## config.mk

```make
export PLATFORM = sky130hd
export DESIGN_NAME = serial_sum_collector
export DESIGN_NICKNAME = d
export VERILOG_FILES = /design/src/rtl/serial_sum_collector_pkg.sv /design/src/rtl/sipo_shift_reg.sv /design/src/rtl/serial_sum_collector.sv
export SDC_FILE = /design/constraint.sdc
export NUM_CORES = 1
export LEC_CHECK = 0
export CAP_MARGIN = 20
export CORE_MARGIN = 5
export CORE_UTILIZATION = 40
export CTS_CLUSTER_DIAMETER = 200
export DETAILED_ROUTE_END_ITERATION = 12
export GPL_ROUTABILITY_DRIVEN = 0
export PLACE_DENSITY = 0.68
export SYNTH_ARGS = -nofsm -noshare
export SYNTH_HDL_FRONTEND = slang
export SYNTH_HIERARCHICAL = 1
export SYNTH_SLANG_ARGS = --single-unit
```

## constraint.sdc

```tcl
create_clock -name clk -period 1.8 [get_ports clk]
set_input_delay 0.45 -clock clk [delete_from_list [all_inputs] [get_ports clk]]
set_output_delay 0.45 -clock clk [all_outputs]
set_load 0.005 [all_outputs]
```

## src/rtl/serial_sum_collector_pkg.sv

```systemverilog
// Shared types and defaults for the serial sum collector (SIPO side of the serial adder).
package serial_sum_collector_pkg;

  // Collector FSM states.
  typedef enum logic [1:0] {
    IDLE  = 2'd0,
    SHIFT = 2'd1,
    HOLD  = 2'd2
  } state_t;

  // Default geometry.
  localparam int DEF_WIDTH = 4;
  localparam int DEF_CNT_W = 8;

  // Shift directions: where the first received bit of a frame ends up.
  localparam bit SHIFT_MSB_FIRST = 1'b1;  // first bit -> word[WIDTH-1]
  localparam bit SHIFT_LSB_FIRST = 1'b0;  // first bit -> word[0]

  // Bits needed to hold a frame bit count in 0..w.
  function automatic int cnt_bits(input int w);
    return $clog2(w + 1);
  endfunction

endpackage

```

## src/rtl/sipo_shift_reg.sv

```systemverilog
// Serial-in shift register. sr_next is the value the register takes on a
// shift, so the owner can capture a completed word on the same edge.
module sipo_shift_reg
  import serial_sum_collector_pkg::*;
#(
  parameter int WIDTH     = DEF_WIDTH,
  parameter bit MSB_FIRST = SHIFT_MSB_FIRST
) (
  input  logic             clk,
  input  logic             reset,
  input  logic             shift_en,
  input  logic             clear,     // drop current contents; with shift_en, din becomes bit 0
  input  logic             din,
  output logic [WIDTH-1:0] sr_next
);

  logic [WIDTH-1:0] sr;
  logic [WIDTH-1:0] base;

  // Next shifted value, starting from an empty register when clearing.
  always_comb begin
    base = clear ? '0 : sr;
    if (MSB_FIRST) sr_next = {base[WIDTH-2:0], din};
    else           sr_next = {din, base[WIDTH-1:1]};
  end

  // Shift register state.
  always_ff @(posedge clk or posedge reset) begin
    if (reset)         sr <= '0;
    else if (shift_en) sr <= sr_next;
    else if (clear)    sr <= '0;
  end

endmodule

```

## src/rtl/serial_sum_collector.sv

```systemverilog
// Frame-aligned serial-to-parallel collector with a one-word holding buffer,
// valid/ready output, framing/overrun error pulses and a delivered-word count.
module serial_sum_collector
  import serial_sum_collector_pkg::*;
#(
  parameter int WIDTH     = DEF_WIDTH,
  parameter bit MSB_FIRST = SHIFT_MSB_FIRST,
  parameter int CNT_W     = DEF_CNT_W
) (
  input  logic             clk,
  input  logic             reset,
  input  logic             serial_in,
  input  logic             serial_valid,
  input  logic             frame_start,
  output logic [WIDTH-1:0] word_out,
  output logic             word_valid,
  input  logic             word_ready,
  output logic             frame_err,
  output logic             overrun_err,
  output logic [CNT_W-1:0] word_count
);

  localparam int CW = cnt_bits(WIDTH);
  localparam logic [CW-1:0] CNT_LAST = CW'(WIDTH - 1);

  state_t           state, state_n;
  logic [CW-1:0]    cnt, cnt_n;
  logic             shift_en, sr_clear, load_word, xfer;
  logic             frame_err_n, overrun_err_n;
  logic [WIDTH-1:0] sr_next;

  sipo_shift_reg #(
    .WIDTH     (WIDTH),
    .MSB_FIRST (MSB_FIRST)
  ) u_sr (
    .clk      (clk),
    .reset    (reset),
    .shift_en (shift_en),
    .clear    (sr_clear),
    .din      (serial_in),
    .sr_next  (sr_next)
  );

  // Next-state and control decode.
  always_comb begin
    state_n       = state;
    cnt_n         = cnt;
    shift_en      = 1'b0;
    sr_clear      = 1'b0;
    load_word     = 1'b0;
    xfer          = 1'b0;
    frame_err_n   = 1'b0;
    overrun_err_n = 1'b0;
    unique case (state)
      IDLE: begin
        // Bits outside a frame are silently ignored.
        if (serial_valid && frame_start) begin
          shift_en = 1'b1;
          sr_clear = 1'b1;
          cnt_n    = CW'(1);
          state_n  = SHIFT;
        end
      end
      SHIFT: begin
        if (serial_valid) begin
          shift_en = 1'b1;
          if (frame_start) begin
            // Early restart: drop the partial frame, this bit is the new bit 0.
            sr_clear    = 1'b1;
            frame_err_n = 1'b1;
            cnt_n       = CW'(1);
          end else if (cnt == CNT_LAST) begin
            load_word = 1'b1;
            cnt_n     = '0;
            state_n   = HOLD;
          end else begin
            cnt_n = cnt + CW'(1);
          end
        end
      end
      HOLD: begin
        if (word_ready) begin
          xfer = 1'b1;
          if (serial_valid && frame_start) begin
            // Back-to-back frame starts on the transfer cycle.
            shift_en = 1'b1;
            sr_clear = 1'b1;
            cnt_n    = CW'(1);
            state_n  = SHIFT;
          end else begin
            state_n = IDLE;
          end
        end else if (serial_valid) begin
          // No room for the bit while the word is held.
          overrun_err_n = 1'b1;
        end
      end
      default: state_n = IDLE;
    endcase
  end

  // State, bit counter and error pulse registers.
  always_ff @(posedge clk or posedge reset) begin
    if (reset) begin
      state       <= IDLE;
      cnt         <= '0;
      frame_err   <= 1'b0;
      overrun_err <= 1'b0;
    end else begin
      state       <= state_n;
      cnt         <= cnt_n;
      frame_err   <= frame_err_n;
      overrun_err <= overrun_err_n;
    end
  end

  // Holding register and output handshake; word_out keeps the last word after transfer.
  always_ff @(posedge clk or posedge reset) begin
    if (reset) begin
      word_out   <= '0;
      word_valid <= 1'b0;
    end else if (load_word) begin
      word_out   <= sr_next;
      word_valid <= 1'b1;
    end else if (xfer) begin
      word_valid <= 1'b0;
    end
  end

  // Delivered-word counter, wraps naturally.
  always_ff @(posedge clk or posedge reset) begin
    if (reset)     word_count <= '0;
    else if (xfer) word_count <= word_count + CNT_W'(1);
  end

endmodule
```

; Word level (Yosys, flattened, before mapping)
; Index checks and enable logic that the tools add are counted.
; Widths: inputs -> output; s select.
[classes]
addsub = 2
eq_ne = 8
n_mux = 33
reduce_logical = 6
[op_table]
columns = operator, count
row1 = $mux 3, 7
row2 = $mux 1, 17
row3 = $mux 2, 5
row4 = $ne 2x2->1 const B, 5
row5 = $pmux 3 s3, 1
row6 = $add 8x1->8 const B, 1
row7 = $pmux 1 s3, 2
row8 = $pmux 2 s3, 1
row9 = $reduce_and 5->1, 1
row10 = $add 3x1->3 const B, 1
row11 = $eq 3x2->1 const B, 1
row12 = $reduce_and 3->1, 1
row13 = $reduce_bool 3->1, 1
row14 = $eq 2x1->1 const B, 1
row15 = $eq 2x2->1 const B, 1
row16 = $logic_not 2->1, 1
row17 = $reduce_bool 2->1, 1
row18 = $logic_and 1x1->1, 1
[word_totals]
regBits = 23
input_bits = 6
out_inout_bits = 15
elab_cells = 57

; Logic depth before layout (Yosys ltp)
[depth]
depth_word = 6
depth_mapped = 5
mapped_depth_nobuf = 4

; Hierarchy
; The synthesis kept the hierarchy.
[by_module_without_submodules]
columns = module, n_inst, cells_per_inst, area_per_inst_um2, seq_area_each_um2
row1 = serial_sum_collector, 1, 70, 907.1, 500.5
row2 = sipo_shift_reg, 1, 13, 151.4, 75.1

; Worst setup path before layout
; No wires, ideal clock.
[synth_path]
path_kind = register -> register
start = register state[0]
end = register word_out[2]
setup_ps = 125
arrival_ps = 1391
t_required_ps = 1675
setup_slack_ps = 284
path_stages_with_launch = 5
path_buffers = 0
period_less_slack_ps = 1516
path_cell_list = dfrtp_1 > nand2b_1 > a21oi_1 > and2b_2 > mux2_4
[synth_via]
elab_chain_len = 3
word_cells_on_any_way = 6
cone_classes = eq/ne (2) / mux (3) / reduce/logical (1)
[synth_lines]
columns = item, line
row1 = "start, declared", serial_sum_collector.sv:26  ; state_t state, state_n;
row2 = "start signal, assigned", serial_sum_collector.sv:110  ; state <= state_n;
row3 = "$eq 2x2->1, or another cell as far along", serial_sum_collector.sv:54  ; unique case (state)
row4 = $pmux 1 s3 *, serial_sum_collector.sv:54
row5 = named net sr_clear, serial_sum_collector.sv:28  ; logic shift_en, sr_clear, load_word, xfer;
row6 = $mux 3 *, n/a
row7 = named net sr_next[2], serial_sum_collector.sv:30  ; logic [WIDTH-1:0] sr_next;
row8 = "end signal, assigned", serial_sum_collector.sv:123  ; word_out <= sr_next;
row9 = "end, declared", serial_sum_collector.sv:15  ; output logic [WIDTH-1:0] word_out,
; Mark *: on every way through the listed nets, which the timed path passes. The rest lies on a longest branch.
; A chain may end at the register's enable or synchronous reset.

; Final worst setup path
[layout_path]
start = register word_count[4]
end = output word_count[4]
[layout_rtl]
columns = item, line
row1 = "start, declared", serial_sum_collector.sv:20  ; output logic [CNT_W-1:0] word_count
row2 = "start signal, assigned", serial_sum_collector.sv:133  ; else if (xfer) word_count <= word_count + CNT_W'(1);
; No word-level cell between the ends.

==> results by group <==
Layout
  • Share of layout cells above drive strength 1: 0.284
  • Final Util: 0.555
  • Final nets: about 130
  • # diodes: 0
  • Fillers: approximately 220
  • P&R area growth vs syn: 31.0%

STA
  • Final hold viol count: 0
  • Max Fclk: approximately 580 MHz
  • Max_slew headroom: 0.795
  • Final setup violating endpoints: 0
  • Setup TNS: 0 ns
  • Max-slew violations: 0
  • RSZ-0062 raised after global routing: no
  • Least-Margin Pin Slew: about 0.31 ns
  • Tcrit/Tclk final: 0.958
  • Clock Skew: 0.00689 ns
  • Final Critical Period: between 1.5 and 2 ns

Floorplan
  • I/O Pins: 21
  • Initial Util: 0.423
  • Overall die width: slightly above 60 um
  • Die Ht: around 61 um
  • Core Rows: 18
  • Core box area: 2500 um2
  • Die ar.: roughly 3800 um2

Logic synthesis
  • Area contributors post-synth: dfrtp_1 54%, mux2_4 5.7%, mux2_2 4.3%
  • Warnings, synthesis: 6
  • Syn Std Cell Area: roughly 1100 um2
  • Syn avg cell area: around 13 um2
  • Post-synth cell types: 33
  • Top_reg_cell synth: dfrtp_1
  • Synth cell count leaders: 23 x dfrtp_1, 4 x mux2_2, 4 x mux2_4, 4 x xor2_1
  • Largest area contributor in the netlist: dfrtp_1
  • Post-synthesis sequential area ratio: 0.544
  • Mapped Cells: slightly above 80
  • Seq cells post-synth: 23
  • Syn_nets: 91
  • Post-synth EDFFs: 0
  • Post-synth top area share: 0.544
  • Most common cell in the netlist: dfrtp_1
  • Fraction of registers with async set/reset: 1.00

Detailed routing
  • DRC: 0
  • Antenna Nets Post-Route: 0
  • Via count: 692
  • DRT iter0 DRCs: 8
  • Vias per cell: about 4.7
  • Routed WL: 1870 um
  • Router iterations before antenna repair: 4
  • Wire per inst: ~13 um

Setup path
  • Crit end category: output port
  • CP Max Fanout: 5
  • Worst path cell trace: clkdlybuf4s50_1
  • Crit Reg-Reg Endpoint: word_out[3]
  • CP required: between 1 and 1.5 ns
  • Worst reg2reg startpoint: cnt[0]
  • Worst path top cell family by delay: buffers and inverters
  • Critical path launch point type: register
  • Crit-path slowest cell: clkdlybuf4s50_1
  • WP data arrival: 1.27 ns
  • R2R Setup Slk: approximately 0.23 ns
  • WS Path Type: register to output port
  • CP peak stage delay: 0.53 ns
  • R2r worst-path depth: 4
  • Bufs and invs on worst path: 1

Clocking
  • Cts bufs inserted: 3
  • Clk root buf: clkbuf_4
  • Clock latency on the worst-skew pair: approximately 0.31 ns
  • CTS sink cnt: 23
  • CTS Buffer Depth: 2
  • CTS tree: yes
  • H-tree levels: 1
  • Clock Pin Slew Worst Setup and Hold Paths: 0.13 ns

GRT
  • Overflow after GRT: 0
  • First-pass GRT wire length: approximately 3200 um
  • Largest net degree at the start of global routing: 21
  • Total track usage: 0.115
  • Vias in the first global route: around 710
  • Initial antenna violation count: 0

Pwr
  • Power Density: ~1100 nW/um2
  • Leakage power: 0.663 nW
  • Maximum vdd drop: between 600 and 700 uV

Placement
  • Hpwl dp: around 1400 um
  • I/O Buffers: 20

Job
  • Max Cap Viol: 0

Hold path
  • HP Class: input port to asynchronous set/reset pin

Run status
  • Status: finished, final reports clean
[stage by stage]
step / hold WS, ns / instances / power (W) / setup WS [ns] / area, um2
floorplan: 0.204 / 83 / 0.00101 / 0.284 / 1060
finish: 0.315 / 146 / 0.00150 / 0.0752 / 1390
global placement: 0.457 / 140 / 0.00124 / -0.129 / 1340
CTS: 0.312 / 144 / 0.00149 / 0.0269 / 1370
global route: 0.293 / 146 / 0.00162 / 0.00983 / 1390
detailed placement: 0.465 / 140 / 0.00125 / -0.176 / 1340
[how the worst max path moves through the flow]
stage             startpoint            end  slack [ns]  cells past startpoint
2_1_floorplan       state[0]    word_out[2]        0.28                      4
3_5_place_dp     frame_start    word_out[3]       -0.18                      4
5_1_grt        word_count[4]  word_count[4]        0.01                      1
3_3_place_gp     frame_start    word_out[2]       -0.13                      6
6_report       word_count[4]  word_count[4]        0.08                      1
4_1_cts        word_count[3]  word_count[3]        0.03                      1
[placed cells by master, fill, tap and decap left out]
| cell | instances |
|---|---|
| and4b_2 | 1 |
| ha_1 | 2 |
| dfrtp_1 | 21 |
| and2b_2 | 2 |
| buf_4 | 12 |
| and3_1 | 2 |
| nand4_1 | 1 |
| a21boi_0 | 1 |
| nor2b_1 | 1 |
| nor3_1 | 3 |
| dfrtp_2 | 2 |
| a21o_1 | 1 |
| a21oi_1 | 1 |
| mux2i_1 | 2 |
| nor2b_2 | 1 |
| xnor2_1 | 3 |
| nand2b_1 | 2 |
| mux2_4 | 4 |
| o21ai_0 | 2 |
| or2_1 | 1 |
| and2_1 | 1 |
| nand3_1 | 3 |
| clkinv_2 | 1 |
| a31o_2 | 1 |
| clkdlybuf4s50_1 | 20 |
| nor3b_1 | 1 |
| nor2_1 | 3 |
| inv_1 | 3 |
| nand3b_1 | 1 |
| xor2_1 | 4 |
| nand2_1 | 3 |
| and3b_1 | 1 |
| a21oi_2 | 1 |
| mux2_2 | 4 |
| clkbuf_4 | 3 |
| nor3b_4 | 1 |
[report_power, final]
group          switching, W  internal, W  leakage, nW
Sequential        0.0000888     0.000640        0.298
Combinational      0.000162     0.000370        0.347
Clock              0.000152    0.0000828       0.0177
Total              0.000403      0.00109        0.663
[state kept, by name (all words and copies together), names as in the netlist]
signal       flops
word_count       8
word_out         4
cnt              3
u_sr/sr          3
state            2
frame_err        1
overrun_err      1
word_valid       1
[metal layers]
layer / vias to the layer above / share of wire / GRT usage
met5: - / 0 / 0
met4: 0 / 0.0037 / 0.0455
met3: 2 / 0.057 / 0.0273
met2: 15 / 0.48 / 0.186
met1: 325 / 0.45 / 0.150
li1: 350 / - / -
[logic make-up (layout without fill, tap and decap cells)]
logic type,after synthesis,count (layout),share of synthesized area
buffers and inverters,6,39,0.0390
XOR/XNOR,7,7,0.0579
flip-flops,23,23,0.544
adder cells (fa/ha/maj),2,2,0.0236
AO/OA/AOI/OAI,7,7,0.0449
AND/OR/NAND/NOR,28,28,0.173
multiplexers,10,10,0.118
[layout make-up]
type                            instances  area (um2)  area share
Clock buffer                            3        22.5      0.0162
Clock inverter                          1        5.00     0.00361
Inverter                                3        11.3     0.00812
Multi-Input combinational cell         54         442       0.319
Sequential cell                        23         578       0.417
Tap cell                               30        37.5      0.0271
Timing Repair Buffer                   32         290       0.209
[timing repair]
item / 4_1_cts / 5_1_grt
gates resized for setup: 0 / 2
hold buffers: 0 / 0
setup endpoints to repair: 0 / 3
hold endpoints to repair: 0 / 0
buffers inserted: 0 / 2
(Power assumes the default switching activity.)
